`src/rtl/sd_otf_converter_pkg.sv`:
```
// Shared BKM definitions: signed-digit encodings and converter FSM states.
package sd_otf_converter_pkg;

    localparam logic [1:0] SD_POS  = 2'b01;
    localparam logic [1:0] SD_ZERO = 2'b00;
    localparam logic [1:0] SD_NEG  = 2'b11;
    localparam logic [1:0] SD_ILL  = 2'b10;

    typedef enum logic [1:0] {
        ST_IDLE = 2'd0,
        ST_ACC  = 2'd1,
        ST_HOLD = 2'd2
    } otf_state_t;

endpackage

```
`src/rtl/sd_otf_converter.sv`:
```
// On-the-fly conversion of an MSB-first radix-2 signed-digit stream to two's complement,
// using the Q/QM register pair so no carry-propagate adder is needed.
module sd_otf_converter
    import sd_otf_converter_pkg::*;
#(
    parameter int W     = 4,
    parameter int CNT_W = 3
) (
    input  logic              clk,
    input  logic              rst,
    input  logic              ena,
    input  logic              in_valid,
    input  logic [1:0]        in_d,
    output logic              in_ready,
    output logic              out_valid,
    output logic signed [W:0] out_q,
    output logic              out_err,
    input  logic              out_ready
);

    otf_state_t        state, state_nxt;
    logic signed [W:0] q, qm;
    logic signed [W:0] q_base, qm_base, q_nxt, qm_nxt;
    logic [CNT_W-1:0]  cnt;
    logic              err, err_base, err_nxt;
    logic              accept, last_digit, leave_hold;

    assign in_ready   = (state != ST_HOLD);
    assign out_valid  = (state == ST_HOLD);
    assign accept     = in_valid & in_ready & ena;
    assign leave_hold = (state == ST_HOLD) & out_ready & ena;
    assign last_digit = (state == ST_IDLE) ? (W == 1) : (cnt == CNT_W'(W - 1));

    always_ff @(posedge clk) begin
        if (rst)
            state <= ST_IDLE;
        else if (ena)
            state <= state_nxt;
    end

    always_comb begin
        state_nxt = state;
        case (state)
            ST_IDLE, ST_ACC: if (accept) state_nxt = last_digit ? ST_HOLD : ST_ACC;
            ST_HOLD:         if (out_ready) state_nxt = ST_IDLE;
            default:         state_nxt = ST_IDLE;
        endcase
    end

    // The first digit of a word always starts from Q=0, QM=-1, independent of leftovers.
    always_comb begin
        q_base   = (state == ST_IDLE) ? '0 : q;
        qm_base  = (state == ST_IDLE) ? '1 : qm;
        err_base = (state == ST_IDLE) ? 1'b0 : err;
        err_nxt  = err_base | (in_d == SD_ILL);
        case (in_d)
            SD_POS: begin
                q_nxt  = {q_base[W-1:0], 1'b1};
                qm_nxt = {q_base[W-1:0], 1'b0};
            end
            SD_NEG: begin
                q_nxt  = {qm_base[W-1:0], 1'b1};
                qm_nxt = {qm_base[W-1:0], 1'b0};
            end
            default: begin
                q_nxt  = {q_base[W-1:0], 1'b0};
                qm_nxt = {qm_base[W-1:0], 1'b1};
            end
        endcase
    end

    always_ff @(posedge clk) begin
        if (rst) begin
            q       <= '0;
            qm      <= '1;
            err     <= 1'b0;
            cnt     <= '0;
            out_q   <= '0;
            out_err <= 1'b0;
        end else if (accept) begin
            q   <= q_nxt;
            qm  <= qm_nxt;
            err <= err_nxt;
            cnt <= (state == ST_IDLE) ? CNT_W'(1) : cnt + CNT_W'(1);
            if (last_digit) begin
                out_q   <= q_nxt;
                out_err <= err_nxt;
            end
        end else if (leave_hold) begin
            q   <= '0;
            qm  <= '1;
            err <= 1'b0;
            cnt <= '0;
        end
    end

endmodule
```
`config.mk`:
```
export PLATFORM = sky130hd
export DESIGN_NAME = sd_otf_converter
export DESIGN_NICKNAME = d
export VERILOG_FILES = /design/src/rtl/sd_otf_converter_pkg.sv /design/src/rtl/sd_otf_converter.sv
export SDC_FILE = /design/constraint.sdc
export NUM_CORES = 1
export LEC_CHECK = 0
export CAP_MARGIN = 15
export CORE_MARGIN = 4
export CORE_UTILIZATION = 55
export CTS_CLUSTER_DIAMETER = 150
export DETAILED_ROUTE_END_ITERATION = 12
export PLACE_DENSITY_LB_ADDON = 0.3
export SKIP_CTS_REPAIR_TIMING = 1
export SYNTH_ARGS = -nofsm -noshare
export SYNTH_HDL_FRONTEND = slang
export SYNTH_SLANG_ARGS = --single-unit
```
`constraint.sdc`:
```
create_clock -name clk -period 4.25 [get_ports clk]
set_input_delay 1.275 -clock clk [delete_from_list [all_inputs] [get_ports clk]]
set_output_delay 1.275 -clock clk [all_outputs]
set_load 0.005 [all_outputs]
```
==> flow_summary.json <==
{
  "clk_latency_ns": 0.30,
  "dp_cells": 126,
  "cts_tree": "yes",
  "cts_root_buf": "clkbuf_4",
  "seqCellArea_sq_um": 400.4,
  "synth-simple-area-share_pct": 17.22,
  "max_freq_mhz": 329.2,
  "overflow": 0,
  "post_drt_wl_per_cell_um": 14.57,
  "first_pass_iters": 5,
  "ant_nets": 0,
  "rsz0062_at_grt": "no",
  "hold_viol": 0,
  "crit_type": "reg2out",
  "ys_warn_count": 0,
  "port_buffers": 14,
  "use_met3_pct": 3.976,
  "timing.final.ws_setup_ns": 1.213,
  "cts.clk_slew.worst_paths_ns": 0.11,
  "rows": 14,
  "fin_setup_tns_ns": 0,
  "syn_area_per_cell_sq_um": 9.188,
  "worst_pin_slew_ns": 0.8243,
  "period_minus_slack_ns": 3.037,
  "maxCapViolCount": 0,
  "synth_mux_area_share_pct": 1.068,
  "syn_area_sq_um": 937.1,
  "clock_skew_ns": 0.001368,
  "cellLeakagePower_uw": 0.0004149,
  "status": "completed",
  "dieArea_sq_um": 2429,
  "synth_top_area_share_pct": 42.72,
  "endpoint_kind": "output pin",
  "io_pins": 15,
  "placed_cell_area_sq_um": 1065,
  "start_kind": "flip-flop",
  "die_h_um": 49.28,
  "multi_input_area_sq_um": 470.5,
  "n_antenna_cell": 0,
  "vias": 800,
  "via_per_inst": 6.154,
  "total_power_uw": 337.6,
  "clk_path_buf_depth": 2,
  "drt_iter0_markers": 24,
  "grt_start_max_net_pins": 15,
  "area_growth_pct": 17.49,
  "synth-adder-area-share_pct": 2.670,
  "relSlewSlack_pct": 45.04,
  "finish.instance_area_sq_um": 1101,
  "cp_data_arrival_time_ns": 1.76,
  "ys_ff_latch": 20,
  "cts.sinks": 20,
  "synth_top_family_by_area": "compound AO/OA/AOI/OAI gates",
  "syn_nets": 111,
  "grt_usage_pct": 17.05,
  "synth_area_leader_cell": "dfxtp_1",
  "initial_core_util_pct": 60.11,
  "synth_cell_type_count": 36,
  "ir_worst_vdd_uv": 214.9,
  "grtUsageMet1_pct": 22.86,
  "numCtsBuffers": 3,
  "synth_top_cells_by_area": "dfxtp_1 43%, a211oi_1 4.8%, nand2b_1 4.0%",
  "coreArea_sq_um": 1559,
  "grt_pass1_wl_mm": 3.256,
  "drive_above_1_share_pct": 7.018,
  "final_nets": 124,
  "postSynthCellCount": 102,
  "most-common-layout-cells": "20 x dfxtp_1, 14 x clkdlybuf4s50_1, 8 x inv_1, 8 x nor2_1",
  "critPathMaxFanout": 14,
  "post-place-ws_ns": 1.170,
  "n_fill_cell": 109,
  "antenna_found_initial": 0,
  "grt-busiest-layer": "met2",
  "drcViolationCount": 0,
  "grt_use_met2_pct": 26.56,
  "p_per_area_nw_per_um2": 306.6,
  "finalSetupViolCount": 0,
  "htreeDepth": 1,
  "slew_viol_final": 0,
  "final_common_cell": "dfxtp_1",
  "required_ns": 2.97,
  "fin_crit_sh_pct": 71.47,
  "synth_compound_area_share_pct": 29.24,
  "synth_xor_area_share_pct": 0,
  "min_path_type": "reg2reg",
  "drt_wl_total_mm": 1.894,
  "gp_congestion": 0.8545,
  "dp_hpwl_mm": 1.312,
  "yosysSeqAreaShare_pct": 42.72,
  "final-instance-count-excl-fill": 130,
  "grt_pass1_vias": 673,
  "fp.dieW_um": 49.28
}
[cell families (layout without fill, tap and decap cells)]
family,after synthesis,after routing
compound gates,36,36
simple gates,28,28
flops,20,20
buf+inv,15,27
fa+ha+maj,2,2
mux,1,1
[cell type report]
type / instances / share of cell area, %
multi-input cells: 67 / 42.73
flip-flops and latches: 20 / 36.36
repair buffers: 14 / 12.73
clock buffers: 4 / 3.295
inverters: 9 / 3.068
well taps: 16 / 1.818
[sequential cells by signal, summed over array words and instances (netlist names)]
signal   flops
cnt          3
qm           4
out_q        5
q            4
out_err      1
state        2
err          1
[report_power, final]
group / switching (uW) / internal [uW] / leakage [uW] / total [uW]
clock: 57.8 / 52.3 / 0.0000210 / 110
sequential: 5.40 / 192 / 0.000162 / 197
combinational: 16.5 / 13.5 / 0.000232 / 30.1
[Yosys cell counts]
cell and number:
o21ai_0 3, ha_1 2, a211oi_1 6, or2_2 1, and4b_1 1, a22oi_1 1, a32oi_1 3, a31oi_1 1
nand3b_1 2, nand2b_1 6, buf_2 2, o211ai_1 1, buf_1 1, and4_1 1, nor3b_1 1, a22o_1 2
nand2_1 1, and2b_2 1, o21a_1 4, and2_1 1, a21oi_1 3, nand3_1 2, buf_6 1, inv_2 1
o22ai_1 4, dfxtp_1 20, inv_1 8, nor3_1 1, o221ai_1 1, a32o_1 2, mux2i_1 1, nor2b_1 2
o2bb2ai_1 4, clkbuf_1 2, a311oi_2 1, nor2_1 8
[layer usage]
| metal | wire (um) | vias to the layer above |
|---|---|---|
| li1 | - | 403 |
| met1 | 871 | 365 |
| met2 | 886 | 27 |
| met3 | 109 | 5 |
| met4 | 25 | 0 |
| met5 | 0 | - |
[metrics by stage]
stage          utilization, %  hold slack [ns]
2_1_floorplan               -           0.4234
3_3_place_gp            68.30           0.4461
3_5_place_dp            68.30           0.4532
4_1_cts                 70.63           0.4749
5_1_grt                 70.63           0.4988
6_report                70.63           0.4770
[path summary, 6_finish.rpt]
path | start | end | slack [ns] | depth (start not counted)
max | state[0]$_SDFFE_PP0P_ | in_ready | 1.21 | 3
min | qm[3]$_SDFFE_PP1P_ | qm[3]$_SDFFE_PP1P_ | 0.48 | 2
max reg2reg | state[1]$_SDFFE_PP0P_ | qm[0]$_SDFFE_PP1P_ | 2.31 | 4
min reg2reg | qm[3]$_SDFFE_PP1P_ | qm[3]$_SDFFE_PP1P_ | 0.48 | 2
[worst max-delay path: stages (launching register included)]
cell,delay [ns]
dfxtp_1,0.60
and2b_2,0.30
inv_2,0.07
clkdlybuf4s50_1,0.49
No activity file was read; power rests on OpenSTA's default activity.
